==> src/rtl/hazard_ctrl_if.sv <==
// rtl/hazard_ctrl_if.sv - hazard controller pipeline-side signal bundle
// master = pipeline (drives hazard inputs), slave = hazard_ctrl.
interface hazard_ctrl_if;
  logic       idex_memread;
  logic [4:0] idex_rd;
  logic [4:0] ifid_rs1;
  logic [4:0] ifid_rs2;
  logic       ifid_use_rs1;
  logic       ifid_use_rs2;
  logic       ex_pcsrc;
  logic       dmem_req;
  logic       dmem_ready;
  logic       pcwrite;
  logic       ifid_write;
  logic       ifid_flush;
  logic       clearcontrol;
  logic       freeze;
  logic       mem_err;

  modport master (
    output idex_memread, idex_rd, ifid_rs1, ifid_rs2, ifid_use_rs1, ifid_use_rs2,
    output ex_pcsrc, dmem_req, dmem_ready,
    input  pcwrite, ifid_write, ifid_flush, clearcontrol, freeze, mem_err
  );

  modport slave (
    input  idex_memread, idex_rd, ifid_rs1, ifid_rs2, ifid_use_rs1, ifid_use_rs2,
    input  ex_pcsrc, dmem_req, dmem_ready,
    output pcwrite, ifid_write, ifid_flush, clearcontrol, freeze, mem_err
  );
endinterface

==> src/rtl/hazard_ctrl.sv <==
// rtl/hazard_ctrl.sv - pipeline hazard controller: memory freeze, redirect flush, load-use bubble
// Optional perf counters enabled by defining HAZARD_PERF_CNT_EN.
module hazard_ctrl #(
  parameter int MEM_TIMEOUT = 64,
  parameter int CNT_W       = 10
) (
  input  logic        clk,
  input  logic        rst,
`ifdef HAZARD_PERF_CNT_EN
  output logic [31:0] perf_lu_stalls,
  output logic [31:0] perf_flushes,
  output logic [31:0] perf_mem_stalls,
`endif
  hazard_ctrl_if.slave hif
);

  typedef enum logic [1:0] {RUN, WAIT, ERR} state_t;

  localparam logic [CNT_W-1:0] TIMEOUT_C = CNT_W'(MEM_TIMEOUT);

  state_t           state, state_nxt;
  logic [CNT_W-1:0] wait_cnt, wait_cnt_nxt;
  logic             mem_err_q, mem_err_nxt;
  logic             memstall, loaduse, frz, rule_flush, rule_lu;

  // A ready cycle in WAIT is not a stall: the access completes and the pipe moves.
  always_comb begin
    memstall   = ((state == WAIT) & ~hif.dmem_ready) |
                 ((state == RUN) & hif.dmem_req & ~hif.dmem_ready);
    loaduse    = hif.idex_memread & (|hif.idex_rd) &
                 ((hif.ifid_use_rs1 & (hif.ifid_rs1 == hif.idex_rd)) |
                  (hif.ifid_use_rs2 & (hif.ifid_rs2 == hif.idex_rd)));
    frz        = (state == ERR) | memstall;
    rule_flush = ~frz & hif.ex_pcsrc;
    rule_lu    = ~frz & ~hif.ex_pcsrc & loaduse;
  end

  assign hif.freeze       = frz;
  assign hif.pcwrite      = ~frz & ~rule_lu;
  assign hif.ifid_write   = ~frz & ~rule_lu;
  assign hif.ifid_flush   = rule_flush;
  assign hif.clearcontrol = rule_flush | rule_lu;
  assign hif.mem_err      = mem_err_q;

  always_comb begin
    state_nxt    = state;
    wait_cnt_nxt = wait_cnt;
    mem_err_nxt  = mem_err_q;
    case (state)
      RUN: begin
        if (hif.dmem_req & ~hif.dmem_ready) begin
          state_nxt    = WAIT;
          wait_cnt_nxt = CNT_W'(1);
        end
      end
      WAIT: begin
        if (hif.dmem_ready) begin
          state_nxt    = RUN;
          wait_cnt_nxt = '0;
        end else if (wait_cnt == TIMEOUT_C) begin
          state_nxt   = ERR;
          mem_err_nxt = 1'b1;
        end else begin
          wait_cnt_nxt = wait_cnt + CNT_W'(1);
        end
      end
      ERR: begin
        mem_err_nxt = 1'b1;
      end
      default: begin
        state_nxt    = RUN;
        wait_cnt_nxt = '0;
      end
    endcase
  end

  always_ff @(posedge clk or negedge rst) begin
    if (!rst) begin
      state     <= RUN;
      wait_cnt  <= '0;
      mem_err_q <= 1'b0;
    end else begin
      state     <= state_nxt;
      wait_cnt  <= wait_cnt_nxt;
      mem_err_q <= mem_err_nxt;
    end
  end

`ifdef HAZARD_PERF_CNT_EN
  always_ff @(posedge clk or negedge rst) begin
    if (!rst) begin
      perf_lu_stalls  <= '0;
      perf_flushes    <= '0;
      perf_mem_stalls <= '0;
    end else begin
      if (rule_lu)    perf_lu_stalls  <= perf_lu_stalls + 32'd1;
      if (rule_flush) perf_flushes    <= perf_flushes + 32'd1;
      if (frz)        perf_mem_stalls <= perf_mem_stalls + 32'd1;
    end
  end
`endif

endmodule

==> src/flat_wrapper.sv <==
// flat-port wrapper written by rule: the top's interface ports become plain ports
module hazard_ctrl_flat 
#(
  parameter int MEM_TIMEOUT = 64,
  parameter int CNT_W       = 10
)
  (clk, rst, hif_idex_memread, hif_idex_rd, hif_ifid_rs1, hif_ifid_rs2, hif_ifid_use_rs1, hif_ifid_use_rs2, hif_ex_pcsrc, hif_dmem_req, hif_dmem_ready, hif_pcwrite, hif_ifid_write, hif_ifid_flush, hif_clearcontrol, hif_freeze, hif_mem_err);
  hazard_ctrl_if hif_i ();
  input  logic clk;
  input  logic rst;
  input wire logic [$bits(hif_i.idex_memread)-1:0] hif_idex_memread;
  input wire logic [$bits(hif_i.idex_rd)-1:0] hif_idex_rd;
  input wire logic [$bits(hif_i.ifid_rs1)-1:0] hif_ifid_rs1;
  input wire logic [$bits(hif_i.ifid_rs2)-1:0] hif_ifid_rs2;
  input wire logic [$bits(hif_i.ifid_use_rs1)-1:0] hif_ifid_use_rs1;
  input wire logic [$bits(hif_i.ifid_use_rs2)-1:0] hif_ifid_use_rs2;
  input wire logic [$bits(hif_i.ex_pcsrc)-1:0] hif_ex_pcsrc;
  input wire logic [$bits(hif_i.dmem_req)-1:0] hif_dmem_req;
  input wire logic [$bits(hif_i.dmem_ready)-1:0] hif_dmem_ready;
  output wire logic [$bits(hif_i.pcwrite)-1:0] hif_pcwrite;
  output wire logic [$bits(hif_i.ifid_write)-1:0] hif_ifid_write;
  output wire logic [$bits(hif_i.ifid_flush)-1:0] hif_ifid_flush;
  output wire logic [$bits(hif_i.clearcontrol)-1:0] hif_clearcontrol;
  output wire logic [$bits(hif_i.freeze)-1:0] hif_freeze;
  output wire logic [$bits(hif_i.mem_err)-1:0] hif_mem_err;
  assign hif_i.idex_memread = hif_idex_memread;
  assign hif_i.idex_rd = hif_idex_rd;
  assign hif_i.ifid_rs1 = hif_ifid_rs1;
  assign hif_i.ifid_rs2 = hif_ifid_rs2;
  assign hif_i.ifid_use_rs1 = hif_ifid_use_rs1;
  assign hif_i.ifid_use_rs2 = hif_ifid_use_rs2;
  assign hif_i.ex_pcsrc = hif_ex_pcsrc;
  assign hif_i.dmem_req = hif_dmem_req;
  assign hif_i.dmem_ready = hif_dmem_ready;
  assign hif_pcwrite = hif_i.pcwrite;
  assign hif_ifid_write = hif_i.ifid_write;
  assign hif_ifid_flush = hif_i.ifid_flush;
  assign hif_clearcontrol = hif_i.clearcontrol;
  assign hif_freeze = hif_i.freeze;
  assign hif_mem_err = hif_i.mem_err;
  hazard_ctrl #(.MEM_TIMEOUT(MEM_TIMEOUT), .CNT_W(CNT_W)) u_core (.clk(clk), .rst(rst), .hif(hif_i));
endmodule
==> config.mk <==
export PLATFORM = sky130hd
export DESIGN_NAME = hazard_ctrl_flat
export DESIGN_NICKNAME = d
export VERILOG_FILES = /design/src/rtl/hazard_ctrl_if.sv /design/src/rtl/hazard_ctrl.sv /design/src/flat_wrapper.sv
export SDC_FILE = /design/constraint.sdc
export NUM_CORES = 1
export LEC_CHECK = 0
export CAP_MARGIN = 20
export CORE_MARGIN = 4
export CORE_UTILIZATION = 48
export DETAILED_ROUTE_END_ITERATION = 7
export GPL_TIMING_DRIVEN = 1
export PLACE_DENSITY = 0.8
export SYNTH_ARGS = -nofsm -noshare
export SYNTH_HDL_FRONTEND = slang
export SYNTH_SLANG_ARGS = --single-unit
==> constraint.sdc <==
create_clock -name clk -period 3.02 [get_ports clk]
set_input_delay 0.604 -clock clk [delete_from_list [all_inputs] [get_ports clk]]
set_output_delay 0.604 -clock clk [all_outputs]
set_load 0.01 [all_outputs]
# Yosys cells after proc, flatten, opt, wreduce, memory -nomap -nowiden
# Cells that the tools add are included.
# totals
ff_bits	13
out_inout_bits	6
wordCells	52
input_bits	23
# op_classes
eq_ne	10
reduce_logical	6
bitwise_logic	21
add_sub_neg	1
mux	11
# ops
cell	count
two-way mux 10 bit	3
one-hot mux 10 bit (3 select lines)	1
AND 1 bit	12
adder 10 x 1 -> 10 bit, second input constant	1
== test 10 x 7 -> 1 bit, second input constant	1
== test 5 bit	2
AND reduction 3 bit	3
two-way mux 2 bit	3
inequality test 2 bit, second input constant	3
inequality test 3 bit, second input constant	2
one-hot mux 2 bit (3 select lines)	1
NOT 1 bit	5
OR reduction 5 bit	1
OR 1 bit	4
== test 2 x 1 -> 1 bit, second input constant	1
== test 2 bit, second input constant	1
logical NOT 2 bit	1
two-way mux 1 bit	2
one-hot mux 1 bit (2 select lines)	1
nonzero test 2 bit	1

# Logic depth before layout (Yosys ltp)
# Gate-level depths: netlist (run 1).
# depth
ltp_word	10
ltp_mapped	5
depth_no_buf	5

# Least setup slack after synthesis (run 1)
# No wires, ideal clock.
# synth_path
kind	input-to-output
startpoint	input hif_idex_rd[0]
endpoint	output hif_pcwrite
path_buffers	1
arrival_time_ns	1.773
path_stages	4
required_ns	2.416
slack_ns	0.643
cell_sequence	or4_1 > o21a_1 > a31oi_1 > buf_4
# synth_via
elab_chain_cells	7
word_cells_on_any_way	11
# synth_rtl
element	line	source
from (decl)	flat_wrapper.sv:12	input wire logic [$bits(hif_i.idex_rd)-1:0] hif_idex_rd;
== test 5 bit (on tied branches)	hazard_ctrl.sv:31, hazard_ctrl.sv:32	
AND 1 bit (on tied branches)	hazard_ctrl.sv:31, hazard_ctrl.sv:32	
OR 1 bit	hazard_ctrl.sv:31	((hif.ifid_use_rs1 & (hif.ifid_rs1 == hif.idex_rd)) |
AND 1 bit (*)	hazard_ctrl.sv:30	loaduse = hif.idex_memread & (|hif.idex_rd) &
AND 1 bit (*)	hazard_ctrl.sv:35	rule_lu = ~frz & ~hif.ex_pcsrc & loaduse;
NOT 1 bit (*)	-	
AND 1 bit (*)	-	
to (decl)	flat_wrapper.sv:20	output wire logic [$bits(hif_i.pcwrite)-1:0] hif_pcwrite;
# Every way passes the cells marked *; elsewhere a longest branch is shown, timed or not.

# Worst setup path in the final report (run 1)
# layout_path
startpoint	input hif_idex_rd[0]
endpoint	output hif_clearcontrol
# layout_via
elab_chain_cells	6
word_cells_on_any_way	10
# layout_rtl
element	line	source
== test 5 bit (on tied branches)	hazard_ctrl.sv:31, hazard_ctrl.sv:32	
AND 1 bit (on tied branches)	hazard_ctrl.sv:31, hazard_ctrl.sv:32	
OR 1 bit	hazard_ctrl.sv:31	
AND 1 bit (*)	hazard_ctrl.sv:30	
AND 1 bit (*)	hazard_ctrl.sv:35	
OR 1 bit (*)	hazard_ctrl.sv:42	assign hif.clearcontrol = rule_flush | rule_lu;
to (decl)	flat_wrapper.sv:23	output wire logic [$bits(hif_i.clearcontrol)-1:0] hif_clearcontrol;
# Marks and branches as above.

==> run_results.csv, run 1 <==
group,metric,value,unit
pwr,total_power,0.000411,W
routing,first_pass_iters,4,
worst_hold_path,min_path_type,"reg2reg",
sta,fin_crit,2.87,ns
routing,via_per_inst,5.35,
sta,grt_setup_unrepaired,"no",
pwr,power_density,324,mW/mm²
sta,slew_headroom,0.620,
logic_synthesis,synth_seq_area_share,0.361,
global_routing,grtUsageTotal,0.191,
pwr,irDropWorstVdd,253,µV
cells_and_area,drive_gt1_frac,0.117,
run,drv_cap,0,
critical_path,crit_chain,"clkdlybuf4s50_1 > or4_1 > o21a_1 > a31o_1 > dlygate4sd2_1",
die,initial_core_util,0.516,
cells_and_area,final_nets,154,
clocking,root_buffer,"clkbuf_4",
logic_synthesis,synthCells,92,
logic_synthesis,yosys.area_share.adder,0.0278,
logic_synthesis,synth_top_family_by_area,"simple AND/OR/NAND/NOR gates",
sta,slew_viol_final,0,
critical_path,end_kind,"output pin",
logic_synthesis,syn-num-nets,117,
cells_and_area,stdcell_count,153,
place,io_buffers,28,
place,place_congestion,0.776,
clocking,cts_sinks,13,
logic_synthesis,synth_compound_area_frac,0.164,
sta,fin_crit_sh,0.949,
place,dp_hpwl,1790,µm
logic_synthesis,ys_ff_latch,13,
cells_and_area,post-route-util,0.726,
pwr,p_leak,0.526,nW
die,pin_count,29,
critical_path,startpoint_type,"primary input",
clocking,htree_levels,1,
logic_synthesis,yosysWarnings,0,
critical_path,critPathArrivalTime,2.26,ns
global_routing,grt_pass1_vias,867,
sta,max_freq,0.349,GHz
routing,wire_per_inst,13.7,µm
routing,via_count,818,
logic_synthesis,syn_avg_cell_area,9.79,µm²
clocking,numCtsBuffers,3,
cells_and_area,antennaDiodeCount,0,
sta,finalHoldViolations,0,
logic_synthesis,synth_cell_types,38,
place,dp.cells,149,
routing,drc,0,
die,dieArea,0.00263,mm²
routing,drtIter0Drc,13,
cells_and_area,area_delta_synth_final,40.7,%
sta,worstMarginPinSlew,0.567,ns
critical_path,max_stage_delay,0.54,ns
clocking,cts_tree,"yes",
global_routing,grt_max_degree,14,
die,chipWidth,51.3,µm
critical_path,required,2.42,ns
clocking,path_clk_slew,0.08,ns
die,die_y,51.3,µm
routing,routed_wl,2090,µm
global_routing,grt_pass1_wl,3730,µm
sta,fin_skew,0.00192,ns
die,rows,15,
clocking,cts_buffer_depth,2,
logic_synthesis,synth_area,901,µm²
global_routing,grt_overflow,0,
logic_synthesis,synthSimpleGateAreaFrac,0.214,
sta,setup_viol,0,
cells_and_area,nFillCells,137,
critical_path,critPathMaxFanout,2,
logic_synthesis,synth_xor_area_frac,0.156,
clocking,clk_latency,0.28,ns
critical_path,critPathKind,"in2out",
die,fp.coreArea,0.00175,mm²
routing,ant_nets,0,
critical_path,critPathSlowestCell,"or4_1",
logic_synthesis,synth_mux_area_frac,0.0389,
global_routing,antenna_found_initial,0,
status,status,"finished, final reports clean",
## flip-flops by register name, indices dropped and copies added (netlist names)
register	cells
u_core.wait_cnt	10
u_core.state	2
u_core.hif.mem_err	1
## cells in the final DEF (no fill, tap or decap), types with 2 or more instances in the layout
master and n:
inv_1 6, xor2_1 6, ha_1 2, xnor2_1 10, mux2i_1 2, dfrtp_1 13
dlygate4sd2_1 3, nor2_1 7, a31o_1 2, nand3_1 2, clkbuf_4 3, buf_4 6
o2111ai_1 2, a21oi_1 3, o21ai_0 3, and2_1 2, clkdlybuf4s50_1 25, nand2_1 3
o211ai_1 2, nand4_1 4, nand2b_1 2
## synthesized netlist by cell type (all sizes together)
| library cell | count | share of area |
|---|---|---|
| xnor2 | 10 | 0.097 |
| a21oi | 4 | 0.035 |
| nand2b | 2 | 0.014 |
| nor2b | 1 | 0.0069 |
| mux2 | 1 | 0.017 |
| dfrtp | 13 | 0.36 |
| nor4 | 1 | 0.014 |
| o31a | 1 | 0.0097 |
| or2 | 1 | 0.0069 |
| o2bb2ai | 1 | 0.0097 |
| a31oi | 1 | 0.0069 |
| o21ai | 5 | 0.032 |
| ha | 2 | 0.028 |
| and4 | 1 | 0.0097 |
| nand3 | 2 | 0.011 |
| a31o | 2 | 0.019 |
| or4 | 1 | 0.0083 |
| o21a | 1 | 0.0083 |
| xor2 | 6 | 0.058 |
| nand2 | 3 | 0.012 |
| nand4 | 4 | 0.028 |
| buf | 2 | 0.014 |
| nor3b | 2 | 0.029 |
| nand4b | 1 | 0.017 |
| mux2i | 2 | 0.022 |
| inv | 6 | 0.025 |
| nor2 | 7 | 0.029 |
| o22ai | 1 | 0.0069 |
| o211ai | 2 | 0.017 |
| or3 | 1 | 0.0069 |
| and2 | 2 | 0.014 |
| and3 | 1 | 0.0069 |
| o2111ai | 2 | 0.019 |
## routing by layer
metal	up-vias	GRT usage	share of wire
met4	0	0.0917	0.023
li1	402	-	-
met2	36	0.290	0.45
met5	-	0	0
met3	5	0.0583	0.084
met1	375	0.247	0.44
## repair_timing
| item | 4_1_cts | 5_1_grt |
|---|---|---|
| hold buffers | 0 | 0 |
| buffers inserted | 0 | 0 |
| resized for setup | 3 | 0 |
| setup endpoints to repair | 3 | 0 |
## final cells by class
| type | count | area (µm²) | area share |
|---|---|---|---|
| Timing Repair Buffer | 34 | 322 | 0.254 |
| Clock buffer | 4 | 26.3 | 0.0207 |
| Tap cell | 25 | 31.3 | 0.0247 |
| Sequential cell | 13 | 325 | 0.257 |
| Multi-Input combinational cell | 71 | 541 | 0.426 |
| Inverter | 6 | 22.5 | 0.0178 |
## where the power goes
group	switching, W	internal, W
Combinational	0.0000465	0.0000648
Sequential	0.00000833	0.000180
Clock	0.0000592	0.0000514
## per-stage QoR
step                      hold slack [ns]  setup slack (ns)  instance area (µm²)  TNS [ns]
after floorplan                     0.308             0.643                  901         0
after global placement              0.472           -0.0829                 1240    -0.169
after detailed placement            0.496            -0.137                 1240    -0.324
after CTS                           0.514             0.146                 1270         0
after global routing                0.526            0.0945                 1270         0
final                               0.501             0.154                 1270         0
## critical path: cells and delay by family
family          cells  cell delay (ns)
compound gates      2             0.42
simple gates        1             0.54
buf+inv             2             0.71
## kinds of logic after synthesis
kind of cell,Yosys count
DFF,13
and+or+nand+nor,30
AOI/OAI and AO/OA,20
buffers and inverters,8
adders and majority gates,2
xor gates and xnor gates,16
muxes,3
## worst paths after layout
path / end / slack, ns / from / cells past startpoint
setup / recovery: hif_clearcontrol / 0.15 / hif_idex_rd[0] / 5
hold / removal: u_core.hif.mem_err / 0.50 / u_core.hif.mem_err / 1
setup reg to reg: u_core.wait_cnt[0] / 1.46 / u_core.state[1] / 4
hold reg to reg: u_core.hif.mem_err / 0.50 / u_core.hif.mem_err / 1
max in group asynchronous: u_core.wait_cnt[5] / 1.97 / rst / 1
min in group asynchronous: u_core.wait_cnt[2] / 0.68 / rst / 1
(Power assumes the default switching activity.)
==> run 2: changes to the inputs <==
--- a/config.mk
+++ b/config.mk
@@ -6,10 +6,10 @@
 export NUM_CORES = 1
 export LEC_CHECK = 0
 export CAP_MARGIN = 20
-export CORE_MARGIN = 4
 export CORE_UTILIZATION = 48
 export DETAILED_ROUTE_END_ITERATION = 7
 export GPL_TIMING_DRIVEN = 1
+export HOLD_SLACK_MARGIN = 0.08
 export PLACE_DENSITY = 0.8
 export SYNTH_ARGS = -nofsm -noshare
 export SYNTH_HDL_FRONTEND = slang
==> constraint.sdc (replaced) <==
create_clock -name clk -period 3.02 [get_ports clk]
set_input_delay 0.906 -clock clk [delete_from_list [all_inputs] [get_ports clk]]
set_output_delay 0.906 -clock clk [all_outputs]
set_load 0.01 [all_outputs]
==> run_results.csv, run 2 (synthesized netlist as in run 1, its figures left out) <==
group,metric,value,unit
sta,setup_viol,0,
sta,worstMarginPinSlew,0.598,ns
routing,ant_nets,0,
sta,finalHoldViolations,0,
clocking,htree_levels,1,
die,chipWidth,45.3,µm
status,status,"finished, final reports clean",
run,drv_cap,0,
routing,drtIter0Drc,9,
sta,slew_viol_final,0,
place,io_buffers,28,
routing,first_pass_iters,4,
pwr,switching_share,0.287,
place,dp_hpwl,1740,µm
routing,via_count,835,
cells_and_area,top_register,"u_core.wait_cnt",
critical_path,critPathMaxFanout,2,
clocking,root_buffer,"clkbuf_4",
die,dieArea,0.00205,mm²
cells_and_area,largest_reg_flops,10,
cells_and_area,drive_gt1_frac,0.221,
clocking,cts_tree,"yes",
cells_and_area,final_nets,157,
global_routing,antenna_found_initial,0,
sta,holdWs,0.496,ns
worst_hold_path,hp-start,"u_core.hif.mem_err",
sta,grt_setup_unrepaired,"yes",
cells_and_area,layout_common_cells,"dfrtp_1 (13), xnor2_1 (9), buf_4 (9)",
pwr,clkPwrFrac,0.267,
critical_path,rr_startpoint,"u_core.state[1]",
critical_path,critPathArrivalTime,2.06,ns
cells_and_area,antennaDiodeCount,0,
place,place_congestion,0.868,
pwr,p_comb_frac,0.280,
critical_path,required,2.11,ns
global_routing,grt_overflow,0,
cells_and_area,seqCellArea,325,µm²
pwr,total_power,0.000412,W
cells_and_area,layout.cells.most_common,"dfrtp_1",
clocking,cts_buffer_depth,2,
sta,fin_crit,2.97,ns
die,initial_core_util,0.516,
critical_path,end_kind,"output pin",
pwr,pwr-share-seq,0.453,
pwr,p_int,0.000294,W
pwr,power_density,320,mW/mm²
critical_path,critPathKind,"in2out",
pwr,p_leak,0.609,nW
clocking,path_clk_slew,0.07,ns
pwr,p_switching,0.000118,W
sta,max_freq,0.337,GHz
die,die_y,45.3,µm
global_routing,grt_max_degree,15,
clocking,numCtsBuffers,3,
clocking,cts_sinks,13,
critical_path,startpoint_type,"primary input",
pwr,irDropWorstVdd,228,µV
clocking,cts_hold_buf,0,
cells_and_area,area_delta_synth_final,42.9,%
global_routing,grtUsageTotal,0.255,
global_routing,grt_pass1_wl,3640,µm
worst_hold_path,min_path_type,"reg2reg",
cells_and_area,multi_input_area,561,µm²
global_routing,grt_pass1_vias,836,
die,rows,15,
critical_path,startpoint,"hif_idex_rd[4]",
routing,wire_per_inst,14.4,µm
die,pin_count,29,
routing,routed_wl,2240,µm
clocking,clk_latency,0.28,ns
sta,slew_headroom,0.600,
routing,via_per_inst,5.35,
cells_and_area,nFillCells,132,
sta,fin_skew,0.0143,ns
die,fp.coreArea,0.00175,mm²
sta,fin_crit_sh,0.982,
sta,finalSetupTns,0,ns
routing,drc,0,
==> run 2: critical path: stages <==
cell	delay (ns)
buf_6	0.09
or4_4	0.51
o21a_1	0.19
a31oi_1	0.20
buf_2	0.16
==> run 2: worst paths after layout <==
| path | endpoint | slack [ns] | depth (start not counted) |
|---|---|---|---|
| worst min register to register | u_core.hif.mem_err | 0.50 | 1 |
| worst max register to register | u_core.wait_cnt[1] | 1.42 | 4 |
| max in group asynchronous | u_core.wait_cnt[4] | 1.62 | 1 |
| worst min-delay path | u_core.hif.mem_err | 0.50 | 1 |
| worst max-delay path | hif_pcwrite | 0.05 | 5 |
| min in group asynchronous | u_core.wait_cnt[2] | 0.99 | 1 |
==> run 2: per-stage QoR <==
| stage | std cells | utilization | setup WS [ns] | cell area (µm²) |
|---|---|---|---|---|
| detailed placement | 151 | 0.722 | -0.706 | 1260 |
| global route | 156 | 0.738 | -0.00319 | 1290 |
| CTS | 155 | 0.721 | 0.0124 | 1260 |
| finish | 156 | 0.738 | 0.0530 | 1290 |
| global placement | 151 | 0.722 | -0.685 | 1260 |
| floorplan | 92 | - | 0.0386 | 901 |
==> run 2: area by class of cell <==
| class | count | share of cell area |
|---|---|---|
| Multi-Input combinational cell | 71 | 0.435 |
| Sequential cell | 13 | 0.253 |
| Timing Repair Buffer | 37 | 0.250 |
| Tap cell | 25 | 0.0243 |
| Clock buffer | 4 | 0.0204 |
| Inverter | 6 | 0.0175 |
==> run 2: per-layer routing <==
layer | routed length, µm | up-vias | GRT usage
met5 | 0 | - | 0
met3 | 81 | 2 | 0.0120
met1 | 989 | 400 | 0.328
met2 | 1150 | 27 | 0.441
li1 | - | 406 | -
met4 | 23 | 0 | 0.109
==> run 2: power by group through the flow <==
stage	clock network, W	registers (W)	logic [W]
global route	0.000118	0.000188	0.000127
finish	0.000110	0.000187	0.000115
CTS	0.000110	0.000187	0.000114
detailed placement	0	0.000190	0.000120
floorplan	0	0.000190	0.0000559
global placement	0	0.000190	0.000116
==> run 2: repair_timing <==
| action | in CTS | in global routing |
|---|---|---|
| pin swaps | 7 | 10 |
| resized for setup | 33 | 11 |
| buffers inserted | 0 | 1 |
| setup endpoints to repair | 5 | 4 |
==> RTL edit 1 (settings of run 1) <==
Encoding of `state_t`: now one-hot (3 bits for 3 states).
--- a/src/rtl/hazard_ctrl.sv
+++ b/src/rtl/hazard_ctrl.sv
@@ -14,7 +14,7 @@
   hazard_ctrl_if.slave hif
 );
 
-  typedef enum logic [1:0] {RUN, WAIT, ERR} state_t;
+  typedef enum logic [2:0] {RUN = 3'b001, WAIT = 3'b010, ERR = 3'b100} state_t;
 
   localparam logic [CNT_W-1:0] TIMEOUT_C = CNT_W'(MEM_TIMEOUT);
 
Check against the original RTL: same outputs for any inputs over 10 cycles, from zero or initial values and one cycle with rst low; not proved beyond that.
==> RTL edit 1 against run 1 <==
  * Worst setup slack lost 51 ps
  * Area after synthesis grew 7.6%
  * Sequential cell count rose by 1
  * Final area increased by 5.9%
  * Fmax down 1.7%
  * Wire length is 25% higher
  * Register-to-register slack lost 310 ps
  * Clock skew rose by 0.77 ps
  * Worst hold slack worse by 11 ps
  * Highest routed layer unchanged
  * Combinational power fell by 46%
  * Core utilization increased by 1.1 points
  * Power shrank 4.7%
==> RTL edit 1: results (changes against run 1) <==
pre-CTS setup slack: -96.2 ps (was -137 ps)
Commonest cells post-synth: dfrtp_1, xnor2_1, nor2_1 (unchanged)
status: finished clean (unchanged)
worst-path maximum fanout: 3 (was 2)
Setup crit end: hif_ifid_flush (was hif_clearcontrol)
vias after detailed routing: 957 (was 818)
worst relative slew slack: 0.567 (was 0.620)
GP Congestion: 0.866 (was 0.776)
post-synthesis cell type count: 40 (was 38)
maximum vdd ir drop: 354 µV (was 253 µV)
flop2flop setup slack: 1150 ps (was 1460 ps)
Total Nets Final: 167 (was 154)
RR Endpoint: u_core.wait_cnt[5] (was u_core.wait_cnt[0])
worst path arrival time: 2310 ps (was 2260 ps)
max FFs per register: 10 (unchanged)
r2r worst-path depth: 5 (was 4)
clock skew: 2.69 ps (was 1.92 ps)
half-perimeter wire length after detailed placement: 2070 µm (was 1790 µm)
synth top area cells: dfrtp_1, xnor2_1, nor2_1, a21oi_1, dfstp_2 (was dfrtp_1, xnor2_1, xor2_1, nor2_1, ha_1)
fraction of layout cells with a size suffix above 1: 0.113 (was 0.117)
sequential area share after synthesis: 0.363 (was 0.361)
Worst setup startpoint: hif_dmem_ready (was hif_idex_rd[0])
Total GRT Usage: 0.204 (was 0.191)
Net Count, Synth: 131 (was 117)
wire per inst: 15.7 µm (was 13.7 µm)
final worst-path cycle share: 0.966 (was 0.949)
first-pass GRT wire length: 4200 µm (was 3730 µm)
## RTL edit 1: changes by cell type after synthesis, sizes merged, moves of 3 or more
cell   change
nor3       +3
xor2       -3
o21ai      +4
a21oi      +3
nand2      +3
## RTL edit 1: kinds of logic (layout without fill, tap and decap cells)
kind of cell    Yosys count  after routing  share of synthesized area
simple gates             42             42                      0.258
compound gates           28             28                      0.205
flops                    14             14                      0.363
xor+xnor                 13             13                      0.117
buf+inv                   7             42                     0.0310
fa+ha+maj                 2              2                     0.0258
## RTL edit 1: layer usage
metal	wire (µm)	global-route usage	up-vias
met3	174	0.0507	8
met1	987	0.229	455
met5	0	0	-
met2	1400	0.378	43
met4	45	0.0553	0
li1	-	-	451
## RTL edit 1: cell type report
class / count / area, µm²
flip-flops and latches: 14 / 352
multi-input cells: 85 / 594
repair buffers: 33 / 310
inverters: 5 / 18.8
clock buffers: 4 / 36.3
fillers: 145 / 478
well taps: 25 / 31.3
## RTL edit 1: power breakdown
part / internal [mW] / switching, mW / total [mW]
logic: 0.0393 / 0.0211 / 0.0604
registers: 0.187 / 0 / 0.187
clock network: 0.0736 / 0.0699 / 0.143
total: 0.300 / 0.0910 / 0.391
## RTL edit 1: how the worst min path moves through the flow
stage	depth (start not counted)	slack (ps)	start	to
2_1_floorplan	0	310	rst	u_core.hif.mem_err
3_3_place_gp	1	450	u_core.hif.mem_err	u_core.hif.mem_err
3_5_place_dp	1	480	u_core.hif.mem_err	u_core.hif.mem_err
4_1_cts	1	500	u_core.hif.mem_err	u_core.hif.mem_err
5_1_grt	1	520	u_core.hif.mem_err	u_core.hif.mem_err
6_report	1	490	u_core.hif.mem_err	u_core.hif.mem_err
## RTL edit 1: through the flow
step	cells	total power, mW	util	hold WS (ps)	area (µm²)
3_3_place_gp	161	0.248	0.714	450	1300
5_1_grt	166	0.408	0.737	524	1340
6_report	166	0.391	0.737	490	1340
2_1_floorplan	106	0.207	-	308	970
4_1_cts	166	0.392	0.736	502	1340
3_5_place_dp	161	0.250	0.714	475	1300
## RTL edit 1: repair_timing
action                                  CTS  global route
pin swaps                                 1             1
gates resized for setup                   3             3
setup buffers                             1             0
endpoints found under the setup margin    3             2
## RTL edit 1: critical path, stage by stage
cell	delay, ps
clkdlybuf4s50_1	510
nor2_1	60
a21boi_0	200
o32a_1	210
inv_1	80
nor2_1	100
clkdlybuf4s50_1	560
==> RTL edit 2 (config.mk and constraints of run 1) <==
Made on the original files. `CNT_W` is set to 10 in 2 places; all go to 8.
--- a/src/rtl/hazard_ctrl.sv
+++ b/src/rtl/hazard_ctrl.sv
@@ -2,7 +2,7 @@
 // Optional perf counters enabled by defining HAZARD_PERF_CNT_EN.
 module hazard_ctrl #(
   parameter int MEM_TIMEOUT = 64,
-  parameter int CNT_W       = 10
+  parameter int CNT_W       = 8
 ) (
   input  logic        clk,
   input  logic        rst,
--- a/src/flat_wrapper.sv
+++ b/src/flat_wrapper.sv
@@ -2,7 +2,7 @@
 module hazard_ctrl_flat 
 #(
   parameter int MEM_TIMEOUT = 64,
-  parameter int CNT_W       = 10
+  parameter int CNT_W       = 8
 )
   (clk, rst, hif_idex_memread, hif_idex_rd, hif_ifid_rs1, hif_ifid_rs2, hif_ifid_use_rs1, hif_ifid_use_rs2, hif_ex_pcsrc, hif_dmem_req, hif_dmem_ready, hif_pcwrite, hif_ifid_write, hif_ifid_flush, hif_clearcontrol, hif_freeze, hif_mem_err);
   hazard_ctrl_if hif_i ();
Function: same outputs for any inputs over 10 cycles, from zero or initial values and one cycle with rst low; that may be too few to reach the edited logic, so the function may still have changed.
==> RTL edit 2 against run 1 <==
  * Wire length fell by 1.1%
  * Cell count shrank 6.5%
  * Via count down 1.2%
  * Fmax about the same
  * Power fell by 9.8%
  * Sequential cell count shrank 2
  * Worst setup slack gained 2.8 ps
  * First-iteration DRC count is 7.7% higher
  * Sequential power shrank 14%
  * Area after synthesis shrank 11%
  * Count of clock-buffer cells in the layout is the same
  * Final area is 8.6% lower
  * Critical endpoint is now hif_ifid_write
==> RTL edit 2: results (changes against run 1) <==
flop2flop setup slack: 1410 ps (was 1460 ps)
First DRT Iteration DRCs: 14 (was 13)
first-pass GRT wire length: 3310 µm (was 3730 µm)
GP Congestion: 0.859 (was 0.776)
post-synthesis cell type count: 34 (was 38)
Net Count, Synth: 117 (unchanged)
worst slew pin tran: 508 ps (was 567 ps)
hold path cells: 2 (was 1)
vias in the first global route: 750 (was 867)
Clock Tree Buf Depth: 2 (unchanged)
startpoint of the worst register-to-register path: u_core.state[0] (was u_core.state[1])
max incr delay on CP: 520 ps (was 540 ps)
status: finished clean (unchanged)
TritonCTS buffer count: 3 (unchanged)
DR vias/cell: 5.65 (was 5.35)
half-perimeter wire length after detailed placement: 1720 µm (was 1790 µm)
max FFs per register: 8 (was 10)
Worst Hold Class: reg2reg (unchanged)
maximum vdd ir drop: 390 µV (was 253 µV)
fraction of layout cells with a size suffix above 1: 0.118 (was 0.117)
Total Nets Final: 153 (was 154)
final WL: 2070 µm (was 2090 µm)
Final Hold Fails: 0 (unchanged)
Total GRT Usage: 0.173 (was 0.191)
synth top area cells: dfrtp_1, xnor2_1, o21ai_0, inv_1, ha_1 (was dfrtp_1, xnor2_1, xor2_1, nor2_1, ha_1)
clock skew: 1.83 ps (was 1.92 ps)
Crit path max-delay family: buffers and inverters (unchanged)
initial antenna violation count: 0 (unchanged)
Static Leak: 0.499 nW (was 0.526 nW)
Yosys warning total: 0 (unchanged)
Commonest cells post-synth: xnor2_1, dfrtp_1, inv_1, o21ai_0, nand2_1 (was dfrtp_1, xnor2_1, nor2_1)
sequential area share after synthesis: 0.343 (was 0.361)
RR Endpoint: u_core.wait_cnt[2] (was u_core.wait_cnt[0])
post-CTS setup repair buffer count: 0 (unchanged)
Top reg by flops: u_core.wait_cnt (unchanged)
aggregate global routing overflow: 0 (unchanged)
critical path's slowest cell: or4_1 (unchanged)
CTS H-Tree Depth: 1 (unchanged)
Fillers: 110 (was 137)
top-count cell post-synth: xnor2_1 (was dfrtp_1)
## RTL edit 2: routing by layer
layer | share of wire | track usage
met3 | 0.039 | 0.0520
met5 | 0 | 0
met1 | 0.42 | 0.206
met2 | 0.54 | 0.315
met4 | 0 | 0.0135
## RTL edit 2: how the worst max path moves through the flow
stage / cells past startpoint / from / endpoint
2_1_floorplan: 4 / hif_idex_rd[1] / hif_pcwrite
3_3_place_gp: 5 / hif_idex_rd[1] / hif_ifid_write
3_5_place_dp: 5 / hif_idex_rd[2] / hif_ifid_write
4_1_cts: 5 / hif_idex_rd[2] / hif_clearcontrol
5_1_grt: 5 / hif_dmem_req / hif_ifid_flush
6_report: 5 / hif_idex_rd[1] / hif_ifid_write
## RTL edit 2: final cells by class
type                    instances  area, µm²  share of cell area
multi-input cells              70        482               0.416
flip-flops and latches         11        275               0.238
clock buffers                   4       26.3              0.0227
repair buffers                 34        325               0.281
well taps                      16       20.0              0.0173
inverters                       8       30.0              0.0259
## RTL edit 2: timing repair
| item | 4_1_cts | 5_1_grt |
|---|---|---|
| pin swaps | 0 | 0 |
| endpoints found under the setup margin | 2 | 1 |
| gates resized for setup | 2 | 1 |
| hold endpoints to repair | 0 | 0 |
## RTL edit 2: power breakdown
part           internal [mW]  switching, mW
clock network         0.0511         0.0497
logic                 0.0628         0.0433
registers              0.154        0.00983
total                  0.268          0.103
## RTL edit 2: cell families (layout without fill, tap and decap cells)
logic type / after synthesis / after routing / share of synthesized area
compound gates: 27 / 27 / 0.235
xor+xnor: 12 / 12 / 0.131
fa+ha+maj: 2 / 2 / 0.0311
buf+inv: 11 / 46 / 0.0576
flops: 11 / 11 / 0.343
simple gates: 29 / 29 / 0.202
## RTL edit 2: tightest hold or removal path: stages, from the launching register on
cell and delay [ps]:
dfrtp_1 350, nor2_1 50, o21ai_0 70
## RTL edit 2: stage by stage
step           setup WS (ps)  utilization  cell area (µm²)  std cells  hold slack, ps
3_5_place_dp            -121        0.735             1130        139             482
3_3_place_gp           -68.4        0.735             1130        139             467
4_1_cts                0.260        0.750             1160        143             507
5_1_grt                 77.8        0.752             1160        143             565
6_report                 157        0.752             1160        143             500
2_1_floorplan            643            -              803         92             308
